`config.mk`:
```
export PLATFORM = sky130hd
export DESIGN_NAME = insn_fetch_queue
export DESIGN_NICKNAME = d
export VERILOG_FILES = /design/src/rtl/insn_fetch_queue.sv
export SDC_FILE = /design/constraint.sdc
export NUM_CORES = 1
export LEC_CHECK = 0
export ABC_AREA = 1
export CORE_MARGIN = 10
export CORE_UTILIZATION = 50
export DETAILED_ROUTE_END_ITERATION = 10
export HOLD_SLACK_MARGIN = 0.06
export PLACE_DENSITY = 0.83
export RECOVER_POWER = 50
export SKIP_CTS_REPAIR_TIMING = 1
export SYNTH_ARGS = -nofsm -noshare
export SYNTH_HDL_FRONTEND = slang
export SYNTH_SLANG_ARGS = --single-unit
```
`constraint.sdc`:
```
create_clock -name clk -period 4 [get_ports clk]
set_input_delay 0.8 -clock clk [delete_from_list [all_inputs] [get_ports clk]]
set_output_delay 0.8 -clock clk [all_outputs]
set_load 0.005 [all_outputs]
```
`src/rtl/insn_fetch_queue.sv`:
```
// Instruction fetch queue: circular buffer of {insn, pc, pred_taken} tuples
// between fetch and decode. Drains in program order over a valid/ready
// handshake; a flush from branch/jump resolution discards every entry.
// When the queue is empty, decode sees a NOP (ADDI x0,x0,0) with pc 0.

module insn_fetch_queue #(
   parameter int DEPTH = 8,
   parameter int XLEN  = 32
) (
   input  logic                     clk,
   input  logic                     rst_n,
   input  logic                     flush,
   input  logic                     enq_valid,
   output logic                     enq_ready,
   input  logic [XLEN-1:0]          enq_insn,
   input  logic [XLEN-1:0]          enq_pc,
   input  logic                     enq_pred_taken,
   output logic                     deq_valid,
   input  logic                     deq_ready,
   output logic [XLEN-1:0]          deq_insn,
   output logic [XLEN-1:0]          deq_pc,
   output logic                     deq_pred_taken,
   output logic [$clog2(DEPTH):0]   count
);

   localparam int PTR_W = $clog2(DEPTH);
   localparam int CNT_W = PTR_W + 1;
   localparam logic [CNT_W-1:0] FULL_CNT = CNT_W'(DEPTH);
   localparam logic [XLEN-1:0]  NOP_INSN = XLEN'(32'h0000_0013);

   logic [XLEN-1:0]  insn_mem [DEPTH];
   logic [XLEN-1:0]  pc_mem   [DEPTH];
   logic             pt_mem   [DEPTH];

   logic [PTR_W-1:0] head_ptr;
   logic [PTR_W-1:0] tail_ptr;
   logic             enq_fire;
   logic             deq_fire;

   // Ready depends only on occupancy so decode never reaches back into fetch
   // combinationally.
   assign enq_ready = (count != FULL_CNT);
   assign deq_valid = (count != '0);
   assign enq_fire  = enq_valid & enq_ready;
   assign deq_fire  = deq_valid & deq_ready;

   assign deq_insn       = deq_valid ? insn_mem[head_ptr] : NOP_INSN;
   assign deq_pc         = deq_valid ? pc_mem[head_ptr]   : '0;
   assign deq_pred_taken = deq_valid ? pt_mem[head_ptr]   : 1'b0;

   // Storage write on accepted enqueue; contents are not reset.
   always_ff @(posedge clk) begin
      if (enq_fire && !flush) begin
         insn_mem[tail_ptr] <= enq_insn;
         pc_mem[tail_ptr]   <= enq_pc;
         pt_mem[tail_ptr]   <= enq_pred_taken;
      end
   end

   // Pointer and occupancy update; flush overrides both handshakes.
   always_ff @(posedge clk or negedge rst_n) begin
      if (!rst_n) begin
         head_ptr <= '0;
         tail_ptr <= '0;
         count    <= '0;
      end else if (flush) begin
         head_ptr <= '0;
         tail_ptr <= '0;
         count    <= '0;
      end else begin
         if (enq_fire) tail_ptr <= tail_ptr + PTR_W'(1);
         if (deq_fire) head_ptr <= head_ptr + PTR_W'(1);
         case ({enq_fire, deq_fire})
            2'b10:   count <= count + CNT_W'(1);
            2'b01:   count <= count - CNT_W'(1);
            default: count <= count;
         endcase
      end
   end

endmodule
```
Yosys cells after proc, flatten, opt, wreduce, memory -nomap -nowiden
Memories as Yosys holds them, arrays and structs flattened.
Cells that the tools add are included.
W data, S select, Z words.
- memories kept: 3
- logic and storage cells: 32
- input bits: 70
- memory bits (writable): 520
- register bits: 10
- memories (name ; words ; width ; read ports ; clocked after memory_dff ; write ports ; RTL line ; RTL):
    insn_mem ; 8 ; 32 ; 1 ; 0 ; 1 ; 31 ; logic [XLEN-1:0] insn_mem [DEPTH];
    pc_mem ; 8 ; 32 ; 1 ; 0 ; 1 ; 32 ; logic [XLEN-1:0] pc_mem [DEPTH];
    pt_mem ; 8 ; 1 ; 1 ; 0 ; 1 ; 33 ; logic pt_mem [DEPTH];
- equality and inequality tests: 3
- add/sub/neg operators: 4
- bitwise operators: 2
- reductions and logical operators: 6
- muxes and demuxes: 11
- operator list (kind ; number):
    $mux W32 ; 2
    $mux W3 ; 4
    $pmux W4 S2 ; 1
    $add A3 B1 Y3 const B ; 2
    $add A4 B1 Y4 const B ; 1
    $mux W4 ; 1
    $ne A4 B4 Y1 const B ; 1
    $reduce_bool A2 Y1 ; 2
    $reduce_bool A4 Y1 ; 1
    $sub A4 B1 Y4 const B ; 1
    $mux W1 ; 3
    $reduce_bool A3 Y1 ; 1
    $and A1 B1 Y1 ; 2
    $eq A2 B1 Y1 const B ; 1
    $eq A2 B2 Y1 const B ; 1
    $logic_and A1 B1 Y1 ; 1
    $logic_not A1 Y1 ; 1

Logic depth before layout (Yosys ltp)
Gate-level depths: netlist (run 1).
- word-level depth: 5
- mapped depth: 14
- gate-level depth less buffers: 14

Least setup slack after synthesis (run 1)
Ideal clock, no wire load.
- path type: in2reg
- start: in enq_valid
- end: mem insn_mem[0][0] (enable)
- stages: 4
- setup time: 0.488 ns
- buffers on the path: 0
- slack: -0.374 ns
- data arrival time: 3.886 ns
- cells stage by stage: nand2_1 nor2_1 nand2_1 nor2_1
- word-level cells in the longest chain between the ends: 4
- ends and longest elaborated chain (item ; RTL line ; RTL):
    from (decl) ; 13 ; input logic enq_valid,
    $and A1 B1 Y1 ; 44 ; assign enq_fire = enq_valid & enq_ready;
    $logic_and A1 B1 Y1 ; 53 ; if (enq_fire && !flush) begin
    $mux W1 ; 53 ;
    $mux W1 (implied by the code) ; 54 ; insn_mem[tail_ptr] <= enq_insn;
    to (decl) ; 31 ;
No other way between the ends.

Worst setup path in the final report (run 1)
- start: reg head_ptr[0]
- end: out deq_pc[7]
- word-level cells in the longest chain between the ends: 2
- ends and longest elaborated chain (item ; RTL line ; RTL):
    from (decl) ; 35 ; logic [PTR_W-1:0] head_ptr;
    from (signal assigned) ; 72 ; if (deq_fire) head_ptr <= head_ptr + PTR_W'(1);
    $mem_v2 Z8 W32 ; n/a ;
    $mux W32 ; 48 ; assign deq_pc = deq_valid ? pc_mem[head_ptr] : '0;
    to (decl) ; 21 ; output logic [XLEN-1:0] deq_pc,
No other way between the ends.

==> metrics.txt, run 1 <==
Initial Utilization 50.7%; CP Buf/Inv Count 2; Critical Path Stages 6; Setup crit end kind primary output; Reg2Reg Depth 7; Avg Synthesized Cell Area 13.3 um2; Setup crit start kind flop; layout cells sized above 1 6.63%; Num Clock Sinks 530; critical path cell sequence buf_16, o21ai_0, o22ai_1, nor2_1, nor2_1, clkdlybuf4s50_1; Via Count 13300; Most used DFF post-synth edfxtp_1; setup slack, reg-to-reg 0.82 ns; Filler Cell Count 3042; Post-Syn Instances 1563; Yosys top cell by area edfxtp_1; Cell Rows 74; async set or reset register ratio after synthesis 1.89%; Final nets 1760; vias in the first global route 13400; Port Buffers 140; clock-pin slew on the worst setup and hold paths 0.06 ns; Placed Area 22800 um2; cell area after synthesis 20700 um2; Top delay family on crit path buffers and inverters; CTS Buf Count 51; Synthesized Nets 1637; worst skew pair latency 0.58 ns; synth top area cells edfxtp_1, nor2_1, o21ai_0; die width 224 um; H-tree depth 2; failing checks max-capacitance violations, max-slew violations; total wire length 48.5 mm; largest net degree at the start of global routing 156; Via density 5.90; design area 24300 um2; Tot GR Track Use 18.9%; Synth Warn # 0; critical path class flop to primary output; I/O Pins 141; Post-synth EDFFs 520; worst r2r src count[0]; setup slack after layout 0.207 ns; Die H 224 um; most frequent cells after synthesis edfxtp_1, nor2_1, o21ai_0; TritonRoute pass-1 iters 5; Placed Instances 2165; Setup TNS 0 ns; TritonCTS clock tree built; Synth Register Bits 530; Crit path arrival time 2.99 ns; max-cap viol count 2; dpl hpwl 25.3 mm; period utilisation layout 94.8%; initial antenna violation count 13; hold path cells 2; routability cong. 0.730; critical path required time 3.20 ns; post-synthesis cell type count 25; Relative slew margins -12.0%; global-route wire length before repair 75.3 mm; DR iter-0 viols 1556; endpoints failing hold 0; status finished, violations left; f_max 264 MHz; hold endpoint count[3]; Layout Skew 0.0101 ns; IR Drop Worst-Case VDD 0.464 mV; Slowest Stage Delay on Critical Path 0.57 ns; worst-margin pin slew 1.68 ns; grt total ovfl 0; root buf cell clkbuf_16; pre-CTS setup slack 0.874 ns; FF-to-FF End insn_mem[6][21]; max-slew violation count 91; CTS max path bufs 3; min-delay src count[3]; CP Max Fanout 155; cell with the most instances after synthesis edfxtp_1; Area growth syn-to-layout 17.0%; Cell Count, Final, Fillers Out 2261; RSZ-0062 raised after global routing false; post-route ant nets 0; Final Hold Slack 0.589 ns; Yosys top cell area share 75.3%; power per cell area 628 nW/um2; residual DRC count 0; critical path's slowest cell clkdlybuf4s50_1; Die Area 50000 um2; CP dominant cell by count nor2_1; sequential share of the synthesized area 76.5%; leakage 8.03 nW; Hold WC Path Type flop to flop; core area 40900 um2; WL/cell 21.4 um; Final setup violation count 0; min cycle time layout 3.79 ns
-- metrics by stage --
| stage | power [mW] | util (%) |
|---|---|---|
| CTS | 15.3 | 59.3 |
| global placement | 10.9 | 55.6 |
| finish | 15.2 | 59.3 |
| floorplan | 8.93 | - |
| detailed placement | 11.0 | 55.6 |
| global route | 16.0 | 59.3 |
-- worst max path at each step --
stage           startpoint  slack [ns]        endpoint
2_1_floorplan    enq_valid       -0.37  insn_mem[0][0]
3_3_place_gp   head_ptr[0]        0.92      deq_pc[10]
3_5_place_dp   head_ptr[0]        0.87       deq_pc[7]
4_1_cts        head_ptr[0]        0.23       deq_pc[7]
5_1_grt        head_ptr[0]        0.03       deq_pc[7]
6_report       head_ptr[0]        0.21       deq_pc[7]
-- metal layers --
metal	GRT usage, %	part of all wire, %	routed length (um)
met1	25.3	42	20200
met2	30.3	48	23100
met3	4.05	8.8	4250
met4	6.54	1.9	913
met5	0	0.039	19
-- where the power goes --
part,switching (mW),internal [mW],total (mW)
Combinational,2.67,1.85,4.52
Clock,1.89,2.49,4.38
Sequential,0.0719,6.27,6.34
Total,4.63,10.6,15.2
-- worst reg2reg max path: cells and delay by family, from the launching register on --
| kind | cells | cell delay, ns |
|---|---|---|
| AND/OR/NAND/NOR | 6 | 1.03 |
| flip-flops | 1 | 0.47 |
| buffers and inverters | 1 | 1.23 |
-- cells in the final DEF (no fill, tap or decap), types with 10 or more instances in the layout --
| cell type | count |
|---|---|
| a21oi_1 | 15 |
| clkbuf_16 | 53 |
| clkbuf_1 | 16 |
| o22ai_1 | 124 |
| clkdlybuf4s50_1 | 72 |
| o21ai_1 | 33 |
| dlygate4sd3_1 | 68 |
| edfxtp_1 | 520 |
| nand2_1 | 43 |
| nand3_1 | 10 |
| buf_12 | 11 |
| o21ai_0 | 284 |
| nor2_1 | 379 |
| inv_1 | 14 |
| buf_4 | 22 |
-- area by class of cell --
cell class	instances	area, um2	share of cell area [%]
Antenna cell	9	22.5	0.0928
Multi-Input combinational cell	910	4300	17.7
Timing Repair Buffer	176	1820	7.52
Clock buffer	70	1400	5.77
Inverter	17	72.6	0.299
Tap cell	532	666	2.74
Clock inverter	17	106	0.438
Sequential cell	530	15900	65.4
-- cells by family (layout without fill, tap and decap cells) --
kind of cell             count (synthesis)  after routing  share of synthesized area (%)
AND/OR/NAND/NOR                        442            442                           8.09
adder cells (fa/ha/maj)                  4              4                          0.241
other                                    0              9                              0
flip-flops                             530            530                           76.5
XOR/XNOR                                 1              1                         0.0422
buffers and inverters                  123            280                           3.02
AO/OA/AOI/OAI                          463            463                           12.1
-- sequential cells by signal, indices dropped and copies added (netlist names) --
| name | cells |
|---|---|
| head_ptr | 3 |
| tail_ptr | 3 |
| insn_mem | 256 |
| pt_mem | 8 |
| count | 4 |
| pc_mem | 256 |
Note: power is estimated with default switching activity, not from simulation.
==> run 2, diff against run 1 <==
CAP_MARGIN = 20   (was not set)
==> results of run 2 <==
No change in the layout: final DEF, timing and power equal those of run 1.
